--- src/rtl/load_store_unit_if.sv ---
// Core/memory-side signal bundle of the load/store unit.
// The slave modport is the LSU view; the master modport is the view of
// whatever drives requests and models data_mem.
interface load_store_unit_if;
  // core request side
  logic        req;
  logic        is_store;
  logic [2:0]  funct3;
  logic [31:0] addr;
  logic [31:0] store_data;
  logic        busy;
  logic        done;
  logic        err;
  logic [31:0] load_data;
  // data_mem side
  logic        mem_rd;
  logic        mem_wr;
  logic        mem_cs_n;
  logic [31:0] mem_addr;
  logic [31:0] mem_wdata;
  logic [31:0] mem_rdata;

  modport slave (
    input  req, is_store, funct3, addr, store_data, mem_rdata,
    output busy, done, err, load_data,
    output mem_rd, mem_wr, mem_cs_n, mem_addr, mem_wdata
  );

  modport master (
    output req, is_store, funct3, addr, store_data, mem_rdata,
    input  busy, done, err, load_data,
    input  mem_rd, mem_wr, mem_cs_n, mem_addr, mem_wdata
  );
endinterface

--- src/rtl/load_store_unit.sv ---
// RISC-V load/store unit: turns one LB/LH/LW/LBU/LHU/SB/SH/SW request into
// word-wide data_mem accesses. Sub-word stores use read-modify-write.
// All outputs come straight from flops.
module load_store_unit #(
  parameter int RD_LATENCY = 1  // cycles mem_rd is held before mem_rdata is sampled, 1..7
) (
  input  logic               clk,
  input  logic               rst,
  load_store_unit_if.slave   bus
);

  typedef enum logic [1:0] {IDLE, RD_WAIT, WR, DONE} state_t;

  localparam logic [2:0] LAST_RD = 3'(RD_LATENCY - 1);

  localparam logic [2:0] F3_B  = 3'b000;
  localparam logic [2:0] F3_H  = 3'b001;
  localparam logic [2:0] F3_W  = 3'b010;
  localparam logic [2:0] F3_BU = 3'b100;
  localparam logic [2:0] F3_HU = 3'b101;

  state_t      state_q;
  logic        is_store_q;
  logic [2:0]  funct3_q;
  logic [1:0]  off_q;
  logic [15:0] sdata_q;
  logic [2:0]  cnt_q;
  logic        busy_q;
  logic        done_q;
  logic        err_q;
  logic        mem_rd_q;
  logic        mem_wr_q;
  logic        mem_cs_n_q;
  logic [31:0] mem_addr_q;
  logic [31:0] mem_wdata_q;
  logic [31:0] load_data_q;

  logic        legal_f3_d;
  logic        misaligned_d;
  logic        req_ok_d;
  logic        is_sw_d;

  // Extract the addressed byte/halfword and sign- or zero-extend it.
  function automatic logic [31:0] load_extend(input logic [31:0] word,
                                              input logic [2:0]  f3,
                                              input logic [1:0]  off);
    logic [7:0]  b;
    logic [15:0] h;
    logic [31:0] r;
    b = word[{off, 3'b000} +: 8];
    h = off[1] ? word[31:16] : word[15:0];
    case (f3)
      F3_B:    r = {{24{b[7]}}, b};
      F3_BU:   r = {24'd0, b};
      F3_H:    r = {{16{h[15]}}, h};
      F3_HU:   r = {16'd0, h};
      default: r = word;
    endcase
    return r;
  endfunction

  // Replace the addressed byte or halfword of the read word with store data.
  function automatic logic [31:0] store_merge(input logic [31:0] word,
                                              input logic [15:0] sd,
                                              input logic        is_half,
                                              input logic [1:0]  off);
    logic [31:0] r;
    r = word;
    if (is_half) r[{off[1], 4'b0000} +: 16] = sd;
    else         r[{off, 3'b000} +: 8]      = sd[7:0];
    return r;
  endfunction

  // Legality of the incoming request: funct3 encoding and natural alignment.
  always_comb begin
    legal_f3_d   = 1'b0;
    misaligned_d = 1'b0;
    if (bus.is_store) legal_f3_d = (bus.funct3 inside {F3_B, F3_H, F3_W});
    else              legal_f3_d = (bus.funct3 inside {F3_B, F3_H, F3_W, F3_BU, F3_HU});
    case (bus.funct3[1:0])
      2'b01:   misaligned_d = bus.addr[0];
      2'b10:   misaligned_d = (bus.addr[1:0] != 2'b00);
      default: misaligned_d = 1'b0;
    endcase
    req_ok_d = legal_f3_d && !misaligned_d;
    is_sw_d  = bus.is_store && (bus.funct3 == F3_W);
  end

  // Request FSM with all outputs registered; SW skips the read phase,
  // errors go straight to DONE without touching memory.
  always_ff @(posedge clk or posedge rst) begin
    if (rst) begin
      state_q     <= IDLE;
      is_store_q  <= 1'b0;
      funct3_q    <= 3'd0;
      off_q       <= 2'd0;
      sdata_q     <= 16'd0;
      cnt_q       <= 3'd0;
      busy_q      <= 1'b0;
      done_q      <= 1'b0;
      err_q       <= 1'b0;
      mem_rd_q    <= 1'b0;
      mem_wr_q    <= 1'b0;
      mem_cs_n_q  <= 1'b1;
      mem_addr_q  <= 32'd0;
      mem_wdata_q <= 32'd0;
      load_data_q <= 32'd0;
    end else begin
      done_q <= 1'b0;
      case (state_q)
        IDLE: begin
          if (bus.req) begin
            is_store_q <= bus.is_store;
            funct3_q   <= bus.funct3;
            off_q      <= bus.addr[1:0];
            sdata_q    <= bus.store_data[15:0];
            mem_addr_q <= {bus.addr[31:2], 2'b00};
            cnt_q      <= 3'd0;
            busy_q     <= 1'b1;
            err_q      <= !req_ok_d;
            if (!req_ok_d) begin
              state_q <= DONE;
              done_q  <= 1'b1;
            end else if (is_sw_d) begin
              state_q     <= WR;
              mem_wr_q    <= 1'b1;
              mem_cs_n_q  <= 1'b0;
              mem_wdata_q <= bus.store_data;
            end else begin
              state_q    <= RD_WAIT;
              mem_rd_q   <= 1'b1;
              mem_cs_n_q <= 1'b0;
            end
          end
        end
        RD_WAIT: begin
          if (cnt_q == LAST_RD) begin
            mem_rd_q <= 1'b0;
            if (is_store_q) begin
              // chip select stays low straight into the write cycle
              state_q     <= WR;
              mem_wr_q    <= 1'b1;
              mem_wdata_q <= store_merge(bus.mem_rdata, sdata_q, funct3_q[0], off_q);
            end else begin
              state_q     <= DONE;
              done_q      <= 1'b1;
              mem_cs_n_q  <= 1'b1;
              load_data_q <= load_extend(bus.mem_rdata, funct3_q, off_q);
            end
          end else begin
            cnt_q <= cnt_q + 3'd1;
          end
        end
        WR: begin
          state_q    <= DONE;
          done_q     <= 1'b1;
          mem_wr_q   <= 1'b0;
          mem_cs_n_q <= 1'b1;
        end
        DONE: begin
          state_q <= IDLE;
          busy_q  <= 1'b0;
        end
        default: state_q <= IDLE;
      endcase
    end
  end

  assign bus.busy      = busy_q;
  assign bus.done      = done_q;
  assign bus.err       = err_q;
  assign bus.load_data = load_data_q;
  assign bus.mem_rd    = mem_rd_q;
  assign bus.mem_wr    = mem_wr_q;
  assign bus.mem_cs_n  = mem_cs_n_q;
  assign bus.mem_addr  = mem_addr_q;
  assign bus.mem_wdata = mem_wdata_q;

endmodule

--- src/flat_wrapper.sv ---
// flat-port wrapper written by rule: the top's interface ports become plain ports
module load_store_unit_flat 
#(
  parameter int RD_LATENCY = 1                                                            
)
  (clk, rst, bus_req, bus_is_store, bus_funct3, bus_addr, bus_store_data, bus_mem_rdata, bus_busy, bus_done, bus_err, bus_load_data, bus_mem_rd, bus_mem_wr, bus_mem_cs_n, bus_mem_addr, bus_mem_wdata);
  load_store_unit_if bus_i ();
  input  logic clk;
  input  logic rst;
  input wire logic [$bits(bus_i.req)-1:0] bus_req;
  input wire logic [$bits(bus_i.is_store)-1:0] bus_is_store;
  input wire logic [$bits(bus_i.funct3)-1:0] bus_funct3;
  input wire logic [$bits(bus_i.addr)-1:0] bus_addr;
  input wire logic [$bits(bus_i.store_data)-1:0] bus_store_data;
  input wire logic [$bits(bus_i.mem_rdata)-1:0] bus_mem_rdata;
  output wire logic [$bits(bus_i.busy)-1:0] bus_busy;
  output wire logic [$bits(bus_i.done)-1:0] bus_done;
  output wire logic [$bits(bus_i.err)-1:0] bus_err;
  output wire logic [$bits(bus_i.load_data)-1:0] bus_load_data;
  output wire logic [$bits(bus_i.mem_rd)-1:0] bus_mem_rd;
  output wire logic [$bits(bus_i.mem_wr)-1:0] bus_mem_wr;
  output wire logic [$bits(bus_i.mem_cs_n)-1:0] bus_mem_cs_n;
  output wire logic [$bits(bus_i.mem_addr)-1:0] bus_mem_addr;
  output wire logic [$bits(bus_i.mem_wdata)-1:0] bus_mem_wdata;
  assign bus_i.req = bus_req;
  assign bus_i.is_store = bus_is_store;
  assign bus_i.funct3 = bus_funct3;
  assign bus_i.addr = bus_addr;
  assign bus_i.store_data = bus_store_data;
  assign bus_i.mem_rdata = bus_mem_rdata;
  assign bus_busy = bus_i.busy;
  assign bus_done = bus_i.done;
  assign bus_err = bus_i.err;
  assign bus_load_data = bus_i.load_data;
  assign bus_mem_rd = bus_i.mem_rd;
  assign bus_mem_wr = bus_i.mem_wr;
  assign bus_mem_cs_n = bus_i.mem_cs_n;
  assign bus_mem_addr = bus_i.mem_addr;
  assign bus_mem_wdata = bus_i.mem_wdata;
  load_store_unit #(.RD_LATENCY(RD_LATENCY)) u_core (.clk(clk), .rst(rst), .bus(bus_i));
endmodule
--- config.mk ---
export PLATFORM = sky130hd
export DESIGN_NAME = load_store_unit_flat
export DESIGN_NICKNAME = d
export VERILOG_FILES = /design/src/rtl/load_store_unit_if.sv /design/src/rtl/load_store_unit.sv /design/src/flat_wrapper.sv
export SDC_FILE = /design/constraint.sdc
export NUM_CORES = 1
export LEC_CHECK = 0
export ABC_CLOCK_PERIOD_IN_PS = 5750
export CAP_MARGIN = 20
export CORE_ASPECT_RATIO = 0.75
export CORE_MARGIN = 2
export CORE_UTILIZATION = 32
export CTS_CLUSTER_DIAMETER = 30
export DETAILED_ROUTE_END_ITERATION = 10
export GPL_ROUTABILITY_DRIVEN = 1
export SKIP_LAST_GASP = 1
export SYNTH_ARGS = -nofsm -noshare
export SYNTH_HDL_FRONTEND = slang
export SYNTH_SLANG_ARGS = --single-unit
--- constraint.sdc ---
create_clock -name clk -period 5.75 [get_ports clk]
set_input_delay 1.15 -clock clk [delete_from_list [all_inputs] [get_ports clk]]
set_output_delay 1.15 -clock clk [all_outputs]
set_load 0.01 [all_outputs]
=== Yosys cells after proc, flatten, opt, wreduce, memory -nomap -nowiden ===
Cells that the tools add are included.
Widths: inputs -> output; s select.

* Register bits: 127
* Input port bits: 103
* Word-level logic and storage cells: 112
* Output and inout port bits: 102

* Reductions and logical operators: 23
* Add/subtract/negate cells: 3
* Bitwise operators: 1
* Equality and inequality tests: 20
* Shifts and indexed selects: 5
* Mux-type cells: 45

{| class="wikitable"
|+ Operators with widths
! operator !! count
|-
| $mux 32 || 6
|-
| $pmux 32 s4 || 1
|-
| $bwmux 32 || 2
|-
| $pmux 32 s2 || 1
|-
| $shift 16x7->32 const A || 1
|-
| $shift 8x7->32 const A || 1
|-
| $shiftx 16x7->32 || 1
|-
| $shiftx 32x6->8 || 1
|-
| $shiftx 8x7->32 || 1
|-
| $mux 1 || 20
|-
| $mux 16 || 1
|-
| $neg 5->7 || 2
|-
| $eq 3x3->1 const B || 4
|-
| $reduce_and 6->1 || 2
|-
| $reduce_and 5->1 || 2
|-
| $logic_not 3->1 || 3
|-
| $pmux 1 s3 || 3
|-
| $mux 2 || 4
|-
| $ne 2x1->1 const B || 4
|-
| $ne 2x2->1 const B || 4
|-
| $pmux 2 s4 || 1
|-
| $eq 2x2->1 const B || 3
|-
| $eq 3x1->1 const B || 2
|-
| $mux 3 || 2
|-
| 14 further kinds || 25
|}

=== Longest topological paths before layout ===
Gate-level depths: netlist of the first run.

* Word-level depth: 7
* Depth in mapped cells: 8
* Mapped depth without buffers: 6

=== Least setup slack after synthesis of the first run ===
No wires, ideal clock.

* Path kind: input -> register
* From: input bus_funct3[0]
* To: register u_core.mem_wdata_q[20] (netlist: u_core.bus.mem_wdata[20])
* Library setup time: 0.125 ns
* Cell stages on the path: 7
* Arrival: 2.682 ns
* Buffers on the path: 1
* Path slack: 2.943 ns
* Data required time: 5.625 ns
* Cell sequence: inv_1 > ha_1 > o211ai_1 > a41oi_1 > nor3_4 > buf_6 > mux2_2

* Longest elaborated chain between the ends: 6
* Elaborated cells on any way between the ends: 17
* Those cells by class: eq/ne: 8; mux: 2; reduce/logical: 7

{| class="wikitable"
|+ Ends and longest elaborated chain
! element !! RTL line !! source
|-
| from (decl) || flat_wrapper.sv:12 || <nowiki>input wire logic [$bits(bus_i.funct3)-1:0] bus_funct3;</nowiki>
|-
| $eq 3x1->1, or another cell as far along || load_store_unit.sv:78, load_store_unit.sv:79 ||
|-
| $reduce_bool 5->1, or another cell as far along || load_store_unit.sv:79 || <nowiki>else legal_f3_d = (bus.funct3 inside {F3_B, F3_H, F3_W, F3_BU, F3_HU});</nowiki>
|-
| $mux 1 / $logic_not 1->1 (equally long branches) || load_store_unit.sv:78, load_store_unit.sv:85 ||
|-
| $logic_and 1x1->1 || load_store_unit.sv:85 || <nowiki>req_ok_d = legal_f3_d && !misaligned_d;</nowiki>
|-
| $ne 2x1->1 (no line) || - ||
|-
| $reduce_and 6->1 (no line) * || - ||
|-
| to (signal assigned) || load_store_unit.sv:128 || <nowiki>mem_wdata_q <= bus.store_data;</nowiki>
|-
| to (signal assigned) || load_store_unit.sv:143 || <nowiki>mem_wdata_q <= store_merge(bus.mem_rdata, sdata_q, funct3_q[0], off_q);</nowiki>
|-
| to (decl) || load_store_unit.sv:35 || <nowiki>logic [31:0] mem_wdata_q;</nowiki>
|}

Mark *: on every way between the ends. The rest lies on a longest branch, timed or not.
A chain may end at the register's enable or synchronous reset.

=== Worst setup path in the final report of the first run ===
Ends and elaborated chain as after synthesis.

==> metrics.csv, run 1 <==
stage;metric;value;unit
floorplan;die height;132;um
worst_setup_path;data arrival time of the worst path;3.54;ns
clock_tree;clk slew on worst S/H paths;0.06;ns
yosys;yosys warns;0;
timing;Final Slew Violations;0;
clock_tree;CTS Root Cell;clkbuf_16;
global_route;GR Layer Usage met2;29.4;%
worst_setup_path;CP Capture Type;flop;
worst_setup_path;critical path, cell by cell;clkdlybuf4s50_1 > inv_1 > ha_1 > o211ai_1 > a41oi_1 > nor3_4 > buf_4 > mux2_2;
yosys;Unique masters post-synth;56;
power_and_ir_drop;Leakage;4.12;nW
finish;layout cell share with drive strength beyond 1;16.6;%
global_route;initial antenna violation count;2;
timing;Final Setup Violations;0;
worst_setup_path;crit path kind;in -> reg;
finish;area delta synth->final;41.2;%
finish;Finished Cell Area;9940;um^2
floorplan;Core Area;21400;um^2
placement;dpl hpwl;16700;um
timing;fin crit share;56.3;%
power_and_ir_drop;PwrDens;599;nW/um^2
floorplan;Die Area;23200;um^2
detailed_routing;number of vias per cell;5.20;
timing;Least-Margin Pin Slew;0.819;ns
finish;commonest non-fill, non-tap cell in the layout;clkdlybuf4s50_1;
clock_tree;# hold bufs at CTS;0;
global_route;vias in the first global route;5911;
power_and_ir_drop;clock share of power;19.7;%
placement;pre-CTS WS;2.09;ns
power_and_ir_drop;part of the power in combinational logic;50.7;%
global_route;largest net degree at the start of global routing;69;
clock_tree;# clock sinks;127;
timing;relative slew slack;45.4;%
placement;placed inst area;9280;um^2
worst_setup_path;required time worst endpoint;6.05;ns
timing;fmax;0.309;GHz
finish;Core Util, Final;46.6;%
clock_tree;worst skew pair latency;0.43;ns
worst_hold_path;Hold Path Class;reg -> reg;
timing;worst clock skew;0.00876;ns
detailed_routing;Routed WL per cell;20.3;um
detailed_routing;Detailed Route Iter0 Violations;457;
global_route;overall routing resource usage;20.3;%
finish;most frequent cells in the layout;202 x clkdlybuf4s50_1, 125 x dfrtp_1, 88 x mux2_2;
clock_tree;CTS tree;yes;
finish;number of nets in the layout;971;
yosys;Mapped Avg Cell Area;10.5;um^2
detailed_routing;Pre-antenna DRT Iters;5;
yosys;ys flop type;dfrtp_1;
worst_setup_path;delay-heaviest family, CP;buffers and inverters;
floorplan;starting density of the core;33.0;%
yosys;sequential share of the synthesized area;45.1;%
detailed_routing;drt drc;0;
power_and_ir_drop;switching power total;2.28;mW
worst_setup_path;Worst Setup Start Kind;primary input;
floorplan;DIE WIDTH;175;um
detailed_routing;post-route ant nets;0;
power_and_ir_drop;Total Power;5.96;mW
clock_tree;Setup Buffers After CTS;0;
worst_setup_path;Crit-path slowest cell;clkdlybuf4s50_1;
timing;Final Critical Period;3.24;ns
detailed_routing;Via Count;6011;
yosys;Post-synth ARST share;100;%
power_and_ir_drop;switch share;38.3;%
timing;Fin Setup TNS;0;ns
placement;RePlAce Congestion;0.810;
worst_setup_path;Buf+Inv Stages, Crit Path;3;
floorplan;Boundary Pins;205;
worst_setup_path;R2R setup slack;3.07;ns
worst_setup_path;delay of the slowest cell on the worst path;0.48;ns
global_route;GR peak layer;met2;
yosys;mapped cell area;7040;um^2
timing;RSZ-0062 raised after global routing;no;
detailed_routing;Total Wirelength;23500;um
power_and_ir_drop;peak supply drop;0.243;mV
clock_tree;CTS Buf Count;17;
yosys;Synth Instances;671;
clock_tree;CTS Buffer Depth;2;
timing;final hold vios;0;
global_route;global-route wire length before repair;36100;um
status;status;complete, no violations;
clock_tree;H-tree depth;4;
worst_setup_path;Crit Path Max Fanout;32;
flow_run;max-cap violation count;0;
global_route;grt ovf;0;
placement;port bufs;202;
yosys;EDFF count, synth;0;
timing;PnR worst setup slack;2.51;ns
floorplan;num rows;46;
global_route;M3 GR Usage;6.90;%
power_and_ir_drop;Power Internal;3.68;mW
clock_tree;Resized Gates After CTS;0;
yosys;#FFs+latches synth;127;
power_and_ir_drop;share of power burned in registers;29.6;%
global_route;met1 usage;29.1;%
==> per-stage QoR <==
step	std cells	hold WS (ns)
floorplan	672	0.500
global placement	1122	0.466
detailed placement	1122	0.479
CTS	1154	0.492
global route	1155	0.515
finish	1156	0.490
==> worst register-to-register path, cell delays in order, from the launching register on <==
cell and delay (ns):
dfrtp_2 0.37, buf_4 0.64, ha_1 0.54, nor4bb_1 0.32, buf_4 0.21, a21oi_1 0.08
o221ai_1 0.27, mux2_2 0.21
==> layer usage <==
metal | routed length, um | up-vias
met5 | 0 | -
met4 | 220 | 0
met3 | 2290 | 14
met2 | 9990 | 270
met1 | 11000 | 2918
li1 | - | 2809
==> cell families after synthesis <==
| group | count (synthesis) | synth area share, % |
|---|---|---|
| mux | 126 | 19.7 |
| buf+inv | 61 | 3.96 |
| simple gates | 184 | 14.2 |
| compound gates | 158 | 14.5 |
| fa+ha+maj | 14 | 2.49 |
| flops | 127 | 45.1 |
| other cells | 1 | 0.0533 |
==> synthesized netlist by cell type (12+ instances only) <==
| library cell | n | area [um^2] |
|---|---|---|
| nor2b_1 | 36 | 225 |
| a21oi_1 | 67 | 335 |
| clkbuf_1 | 30 | 113 |
| inv_1 | 12 | 45.0 |
| nor2_1 | 19 | 71.3 |
| o21ai_0 | 29 | 145 |
| ha_1 | 14 | 175 |
| dfrtp_1 | 126 | 3150 |
| mux2i_1 | 36 | 360 |
| o221ai_1 | 33 | 289 |
| mux2_2 | 88 | 991 |
| nand2_1 | 78 | 293 |
==> path summary, 6_finish.rpt <==
path | to | cells past startpoint | startpoint
max in group asynchronous | u_core.bus.mem_wdata[23] | 3 | rst
setup reg to reg | u_core.bus.mem_wdata[25] | 7 | u_core.off_q[1]
min in group asynchronous | u_core.bus.mem_addr[27] | 2 | rst
hold reg to reg | u_core.bus.load_data[7] | 2 | u_core.bus.load_data[7]
hold / removal | u_core.bus.load_data[7] | 2 | u_core.bus.load_data[7]
setup / recovery | u_core.bus.mem_wdata[20] | 8 | bus_funct3[0]
==> cell type report <==
cell class | instances | area (um^2)
Sequential cell | 127 | 3180
Timing Repair Buffer | 211 | 2120
Clock buffer | 17 | 425
Clock inverter | 15 | 209
Multi-Input combinational cell | 484 | 3590
Inverter | 13 | 51.3
Antenna cell | 1 | 2.50
Fill cell | 2049 | 11400
Tap cell | 288 | 360
==> sequential cells by signal (all words and copies together), names as in the netlist <==
name	flops
u_core.off_q	2
u_core.bus.load_data	32
u_core.bus.mem_wdata	32
u_core.sdata_q	16
u_core.bus.mem_rd	1
u_core.bus.mem_cs_n	1
u_core.funct3_q	3
u_core.is_store_q	1
u_core.bus.busy	1
u_core.bus.mem_wr	1
u_core.bus.mem_addr	30
u_core.bus.err	1
u_core.cnt_q	3
u_core.state_q	2
u_core.bus.done	1
==> power groups by stage <==
stage	sequential [mW]	clock (mW)	combinational (mW)
after floorplan	1.81	0	1.68
after global placement	1.76	0	2.97
after detailed placement	1.77	0	3.00
after CTS	1.76	1.20	3.02
after global routing	1.82	1.23	3.28
final	1.76	1.18	3.02
Note: power is estimated with default switching activity, not from simulation.
==> run 2, diff against run 1 <==
--- a/config.mk
+++ b/config.mk
@@ -5,7 +5,7 @@
 export SDC_FILE = /design/constraint.sdc
 export NUM_CORES = 1
 export LEC_CHECK = 0
-export ABC_CLOCK_PERIOD_IN_PS = 5750
+export ABC_CLOCK_PERIOD_IN_PS = 3300
 export CAP_MARGIN = 20
 export CORE_ASPECT_RATIO = 0.75
 export CORE_MARGIN = 2
==> constraint.sdc (replaced) <==
create_clock -name clk -period 3.3 [get_ports clk]
set_input_delay 0.66 -clock clk [delete_from_list [all_inputs] [get_ports clk]]
set_output_delay 0.66 -clock clk [all_outputs]
set_load 0.01 [all_outputs]
==> run 2 against run 1 <==
Compared with the run above:
- cell count up 0.43%
- setup slack worse by 1.8 ns
- largest cell class unchanged
- highest routed layer is now met5
- hold slack worse by 0.00069 ns
- via count up 1.2%
- first-iteration DRC count up 48%
- sequential share of layout area down 0.14 points
- count of clock-buffer cells in the layout unchanged
- die area unchanged
- non-clock buffer count up 5
==> metrics.csv, run 2 (synthesized netlist as in run 1, its figures left out) <==
stage;metric;value;unit;change
finish;Finished Cell Area;9990;um^2;+0.45%
global_route;overall routing resource usage;20.7;%;+0.37 points
clock_tree;worst skew pair latency;0.43;ns;about the same
detailed_routing;Detailed Route Iter0 Violations;676;;+48%
status;status;complete, no violations;;
detailed_routing;Pre-antenna DRT Iters;6;;+1
finish;area delta synth->final;41.8;%;
clock_tree;CTS tree;yes;;
worst_setup_path;required time worst endpoint;3.60;ns;-2.45 ns
clock_tree;Setup Buffers After CTS;0;;unchanged
clock_tree;H-tree depth;4;;unchanged
worst_setup_path;Crit Path Max Fanout;32;;unchanged
global_route;vias in the first global route;6143;;+3.9%
finish;layout cell share with drive strength beyond 1;17.1;%;+0.48 points
detailed_routing;Total Wirelength;23600;um;+0.43%
worst_hold_path;Hold Path Class;reg -> reg;;
finish;number of nets in the layout;976;;+0.51%
floorplan;starting density of the core;33.0;%;unchanged
worst_setup_path;Worst Setup Start Kind;primary input;;
clock_tree;Resized Gates After CTS;0;;unchanged
clock_tree;CTS Root Cell;clkbuf_16;;
clock_tree;clk slew on worst S/H paths;0.06;ns;about the same
finish;commonest non-fill, non-tap cell in the layout;clkdlybuf4s50_1;;
floorplan;Boundary Pins;205;;unchanged
timing;final hold vios;0;;unchanged
finish;Cell Count, Final, Fillers Out;1161;;+0.43%
detailed_routing;drt drc;0;;unchanged
worst_setup_path;CP Capture Type;flop;;
timing;RSZ-0062 raised after global routing;no;;
flow_run;max-cap violation count;0;;unchanged
floorplan;DIE WIDTH;175;um;unchanged
placement;dpl hpwl;16900;um;+1.4%
global_route;grt ovf;0;;unchanged
floorplan;die height;132;um;unchanged
power_and_ir_drop;peak supply drop;0.424;mV;+74%
timing;fin crit share;78.0;%;
timing;Final Slew Violations;0;;unchanged
timing;Final Setup Violations;0;;unchanged
finish;final-layout fill cell count;2004;;-2.2%
detailed_routing;number of vias per cell;5.24;;+0.76%
clock_tree;CTS Buffer Depth;2;;unchanged
global_route;largest net degree at the start of global routing;56;;-19%
timing;fmax;0.388;GHz;
clock_tree;# hold bufs at CTS;0;;unchanged
timing;worst clock skew;0.0125;ns;+0.00370 ns
floorplan;Core Area;21400;um^2;unchanged
floorplan;Die Area;23200;um^2;unchanged
worst_setup_path;data arrival time of the worst path;2.88;ns;-0.66 ns
placement;RePlAce Congestion;0.784;;-3.2%
clock_tree;# clock sinks;127;;unchanged
detailed_routing;post-route ant nets;0;;unchanged
timing;Final Critical Period;2.57;ns;
clock_tree;CTS Buf Count;17;;unchanged
global_route;global-route wire length before repair;36800;um;+2.0%
power_and_ir_drop;PwrDens;1040;nW/um^2;+73%
timing;relative slew slack;48.2;%;+2.8 points
global_route;initial antenna violation count;2;;unchanged
worst_setup_path;crit path kind;in -> reg;;
worst_setup_path;R2R setup slack;0.84;ns;-2.23 ns
timing;Fin Setup TNS;0;ns;unchanged
floorplan;num rows;46;;unchanged
power_and_ir_drop;Leakage;4.15;nW;+0.59%
timing;Least-Margin Pin Slew;0.776;ns;-0.0426 ns
detailed_routing;Via Count;6083;;+1.2%
placement;placed cell count;1128;;+0.53%
detailed_routing;Routed WL per cell;20.3;um;about the same
placement;port bufs;202;;unchanged
placement;placed inst area;9360;um^2;+0.90%
finish;most frequent cells in the layout;202 x clkdlybuf4s50_1, 125 x dfrtp_1, 88 x mux2_2;;
-- run 2: changes by cell type in the layout (fill, tap and decap cells not counted), sizes merged --
| cell | before | now |
|---|---|---|
| clkinv | 5 | 3 |
| buf | 9 | 14 |
| bufinv | 4 | 3 |
| inv | 16 | 19 |
-- run 2: final timing paths --
| check | startpoint | to | cells after the start |
|---|---|---|---|
| hold reg to reg | u_core.bus.load_data[7] | u_core.bus.load_data[7] | 2 |
| setup / recovery | bus_funct3[0] | u_core.bus.mem_wdata[26] | 8 |
| hold / removal | u_core.bus.load_data[7] | u_core.bus.load_data[7] | 2 |
| max in group asynchronous | rst | u_core.bus.load_data[9] | 3 |
| setup reg to reg | u_core.off_q[1] | u_core.bus.load_data[14] | 5 |
| min in group asynchronous | rst | u_core.bus.mem_addr[21] | 2 |
-- run 2: area by class of cell --
type	instances	area (um^2)	area share, %
inverters	13	52.6	0.526
flip-flops and latches	127	3180	31.9
diodes	1	2.50	0.0251
multi-input cells	484	3590	35.9
repair buffers	216	2180	21.8
well taps	288	360	3.61
clock inverters	15	198	1.98
clock buffers	17	425	4.26
-- run 2: power breakdown --
group          leakage [nW]  switching (mW)  internal, mW
registers              1.51           0.731          2.38
logic                  2.33            2.46          2.78
clock network         0.300           0.806          1.22
-- run 2: metrics by stage --
stage | utilization (%) | power (mW) | setup WS [ns] | hold slack (ns)
after global routing | 46.8 | 11.1 | 0.646 | 0.516
after global placement | 43.8 | 8.32 | 0.353 | 0.468
after floorplan | - | 6.07 | 0.983 | 0.500
final | 46.8 | 10.4 | 0.725 | 0.489
after CTS | 46.8 | 10.4 | 0.765 | 0.501
after detailed placement | 43.8 | 8.36 | 0.325 | 0.483
-- run 2: critical path, stage by stage --
cell	delay, ns
clkdlybuf4s50_1	0.49
inv_1	0.08
ha_1	0.26
o211ai_1	0.21
a41oi_1	0.26
nor3_4	0.29
buf_12	0.23
mux2_2	0.36
-- run 2: metal layers --
layer	global-route usage (%)	share of wire, %	wire length (um)
met1	30.5	48	11300
met2	28.5	41	9590
met3	7.41	10	2360
met4	5.09	1.4	337
met5	0	0.055	13
==> run 3, diff against run 2 <==
--- a/config.mk
+++ b/config.mk
@@ -5,7 +5,7 @@
 export SDC_FILE = /design/constraint.sdc
 export NUM_CORES = 1
 export LEC_CHECK = 0
-export ABC_CLOCK_PERIOD_IN_PS = 3300
+export ABC_CLOCK_PERIOD_IN_PS = 2300
 export CAP_MARGIN = 20
 export CORE_ASPECT_RATIO = 0.75
 export CORE_MARGIN = 2
==> constraint.sdc (replaced) <==
create_clock -name clk -period 2.3 [get_ports clk]
set_input_delay 0.46 -clock clk [delete_from_list [all_inputs] [get_ports clk]]
set_output_delay 0.46 -clock clk [all_outputs]
set_load 0.01 [all_outputs]
==> run 3 against run 2 <==
Compared with the run above:
- total power increased by 48%
- clock skew decreased by 0.0020 ns
- sequential power increased by 41%
- critical path depth increased by 1
- hold slack got worse by 0.049 ns
- global-route usage increased by 0.10 points
- non-clock buffer count increased by 36
- count of clock-buffer cells in the layout unchanged
- flip-flop and latch count unchanged
- largest power group unchanged
==> metrics.csv, run 3 (synthesized netlist as in run 1, its figures left out) <==
stage;metric;value;unit;change
flow_run;max-cap violation count;0;;unchanged
global_route;vias in the first global route;6082;;-0.99%
floorplan;Core Area;21400;um^2;unchanged
global_route;GR peak layer;met1;;
timing;relative slew slack;60.7;%;+12 points
timing;Final Slew Violations;0;;unchanged
worst_setup_path;Crit-path slowest cell;clkdlybuf4s50_1;;
floorplan;starting density of the core;33.0;%;unchanged
timing;Fin Setup TNS;0;ns;unchanged
worst_setup_path;critical path, cell by cell;clkdlybuf4s50_1 > inv_1 > ha_2 > o211ai_1 > a41oi_2 > nor3_4 > buf_4 > clkbuf_16 > mux2_2;;
global_route;largest net degree at the start of global routing;53;;-5.4%
timing;Least-Margin Pin Slew;0.589;ns;-0.188 ns
clock_tree;# clock sinks;127;;unchanged
global_route;grt ovf;0;;unchanged
status;status;complete, no violations;;
placement;dpl hpwl;17800;um;+4.9%
global_route;global-route wire length before repair;37000;um;+0.51%
detailed_routing;Pre-antenna DRT Iters;6;;unchanged
power_and_ir_drop;peak supply drop;0.599;mV;+41%
placement;port bufs;202;;unchanged
worst_setup_path;Crit Path Max Fanout;16;;-50%
timing;fin crit share;97.0;%;
worst_setup_path;Worst Setup Start Kind;primary input;;
global_route;initial antenna violation count;3;;+1
global_route;met1 usage;30.6;%;+0.13 points
floorplan;die height;132;um;unchanged
timing;fmax;0.448;GHz;
clock_tree;CTS Buffer Depth;2;;unchanged
placement;placed inst area;9720;um^2;+3.8%
detailed_routing;Total Wirelength;24300;um;+3.0%
timing;final hold vios;0;;unchanged
worst_setup_path;CP Capture Type;flop;;
finish;layout cell share with drive strength beyond 1;20.7;%;+3.6 points
worst_setup_path;delay of the slowest cell on the worst path;0.50;ns;about the same
detailed_routing;drt drc;0;;unchanged
finish;Core Util, Final;48.6;%;+1.8 points
worst_setup_path;data arrival time of the worst path;2.54;ns;-0.34 ns
worst_hold_path;Hold Path Class;in -> async;;
finish;number of nets in the layout;1012;;+3.7%
finish;area delta synth->final;47.4;%;
clock_tree;worst skew pair latency;0.43;ns;about the same
timing;Final Setup Violations;0;;unchanged
power_and_ir_drop;Leakage;4.37;nW;+5.4%
floorplan;num rows;46;;unchanged
clock_tree;CTS Buf Count;17;;unchanged
clock_tree;# hold bufs at CTS;0;;unchanged
clock_tree;H-tree depth;4;;unchanged
finish;commonest non-fill, non-tap cell in the layout;clkdlybuf4s50_1;;
placement;RePlAce Congestion;0.830;;+5.8%
clock_tree;CTS tree;yes;;
detailed_routing;Detailed Route Iter0 Violations;444;;-34%
worst_setup_path;Buf+Inv Stages, Crit Path;4;;+1
detailed_routing;Via Count;6203;;+2.0%
detailed_routing;number of vias per cell;5.18;;-1.1%
timing;Final Critical Period;2.23;ns;
worst_setup_path;required time worst endpoint;2.61;ns;-0.99 ns
worst_setup_path;crit path kind;in -> reg;;
floorplan;DIE WIDTH;175;um;unchanged
global_route;overall routing resource usage;20.8;%;+0.10 points
global_route;M3 GR Usage;6.90;%;-0.52 points
power_and_ir_drop;PwrDens;1480;nW/um^2;+42%
finish;Register Area;3180;um^2;unchanged
finish;final-layout fill cell count;1954;;-2.5%
clock_tree;clk slew on worst S/H paths;0.06;ns;about the same
detailed_routing;post-route ant nets;0;;unchanged
timing;worst clock skew;0.0105;ns;-0.00198 ns
finish;most frequent cells in the layout;202 x clkdlybuf4s50_1, 125 x dfrtp_1, 88 x mux2_2;;
floorplan;Boundary Pins;205;;unchanged
detailed_routing;Routed WL per cell;20.3;um;about the same
finish;Multi-input gate area;3610;um^2;+0.52%
finish;Finished Cell Area;10400;um^2;+3.9%
worst_setup_path;delay-heaviest family, CP;buffers and inverters;;
clock_tree;CTS Root Cell;clkbuf_16;;
floorplan;Die Area;23200;um^2;unchanged
global_route;GR Layer Usage met2;28.8;%;+0.26 points
==> run 3: changes by cell type in the layout (fill, tap and decap cells not counted), moves of 2 or more <==
| cell | change |
|---|---|
| buf_4 | +27 |
| buf_12 | +8 |
| clkinv_4 | +3 |
| inv_6 | -3 |
| clkinv_2 | +2 |
| inv_8 | -2 |
==> run 3: repair_timing <==
item,in CTS,in global routing
buffers inserted,0,1
endpoints found under the setup margin,0,32
gates resized for setup,0,4
==> run 3: final timing paths <==
check,startpoint,endpoint,slack (ns),cells after the start
worst max-delay path,bus_funct3[0],u_core.bus.mem_wdata[9],0.07,9
worst min-delay path,rst,u_core.bus.mem_addr[20],0.44,2
worst max register to register,u_core.state_q[1],u_core.bus.mem_wdata[28],0.13,8
worst min register to register,u_core.bus.err,u_core.bus.err,0.48,2
max in group asynchronous,rst,u_core.bus.mem_addr[24],1.25,3
min in group clk,u_core.bus.err,u_core.bus.err,0.48,2
==> run 3: area by class of cell <==
class	instances	area share, %
antenna	1	0.0241
clock buffer	17	4.10
clock inverter	15	1.78
inverter	13	0.506
multi-input combinational	484	34.8
sequential	127	30.6
tap	288	3.47
timing repair buffer	252	24.7
==> run 3: worst reg2reg max path: stages (launching register included) <==
cell	delay (ns)
dfrtp_1	0.42
inv_1	0.10
ha_1	0.33
inv_1	0.22
a21oi_2	0.25
nor3_4	0.06
buf_4	0.17
clkbuf_16	0.19
mux2_1	0.32
==> run 3: power by group <==
part	leakage, nW	switching [mW]	total (mW)	internal, mW
sequential	1.51	0.958	4.38	3.42
clock	0.294	1.12	2.84	1.72
combinational	2.56	3.78	8.15	4.37
==> run 3: through the flow <==
| stage | total power [mW] | hold WS (ns) | instances | setup slack (ns) |
|---|---|---|---|---|
| after floorplan | 8.71 | 0.500 | 672 | 0.179 |
| after global placement | 12.3 | 0.460 | 1162 | -0.399 |
| after detailed placement | 12.4 | 0.466 | 1162 | -0.443 |
| after CTS | 15.3 | 0.445 | 1194 | 0.0112 |
| after global routing | 16.3 | 0.465 | 1196 | -0.00603 |
| final | 15.4 | 0.441 | 1197 | 0.0682 |
==> run 3: layer usage <==
metal / up-vias / wire length [um]
li1: 2887 / -
met1: 3013 / 11800
met2: 269 / 9960
met3: 30 / 2280
met4: 4 / 318
met5: - / 26
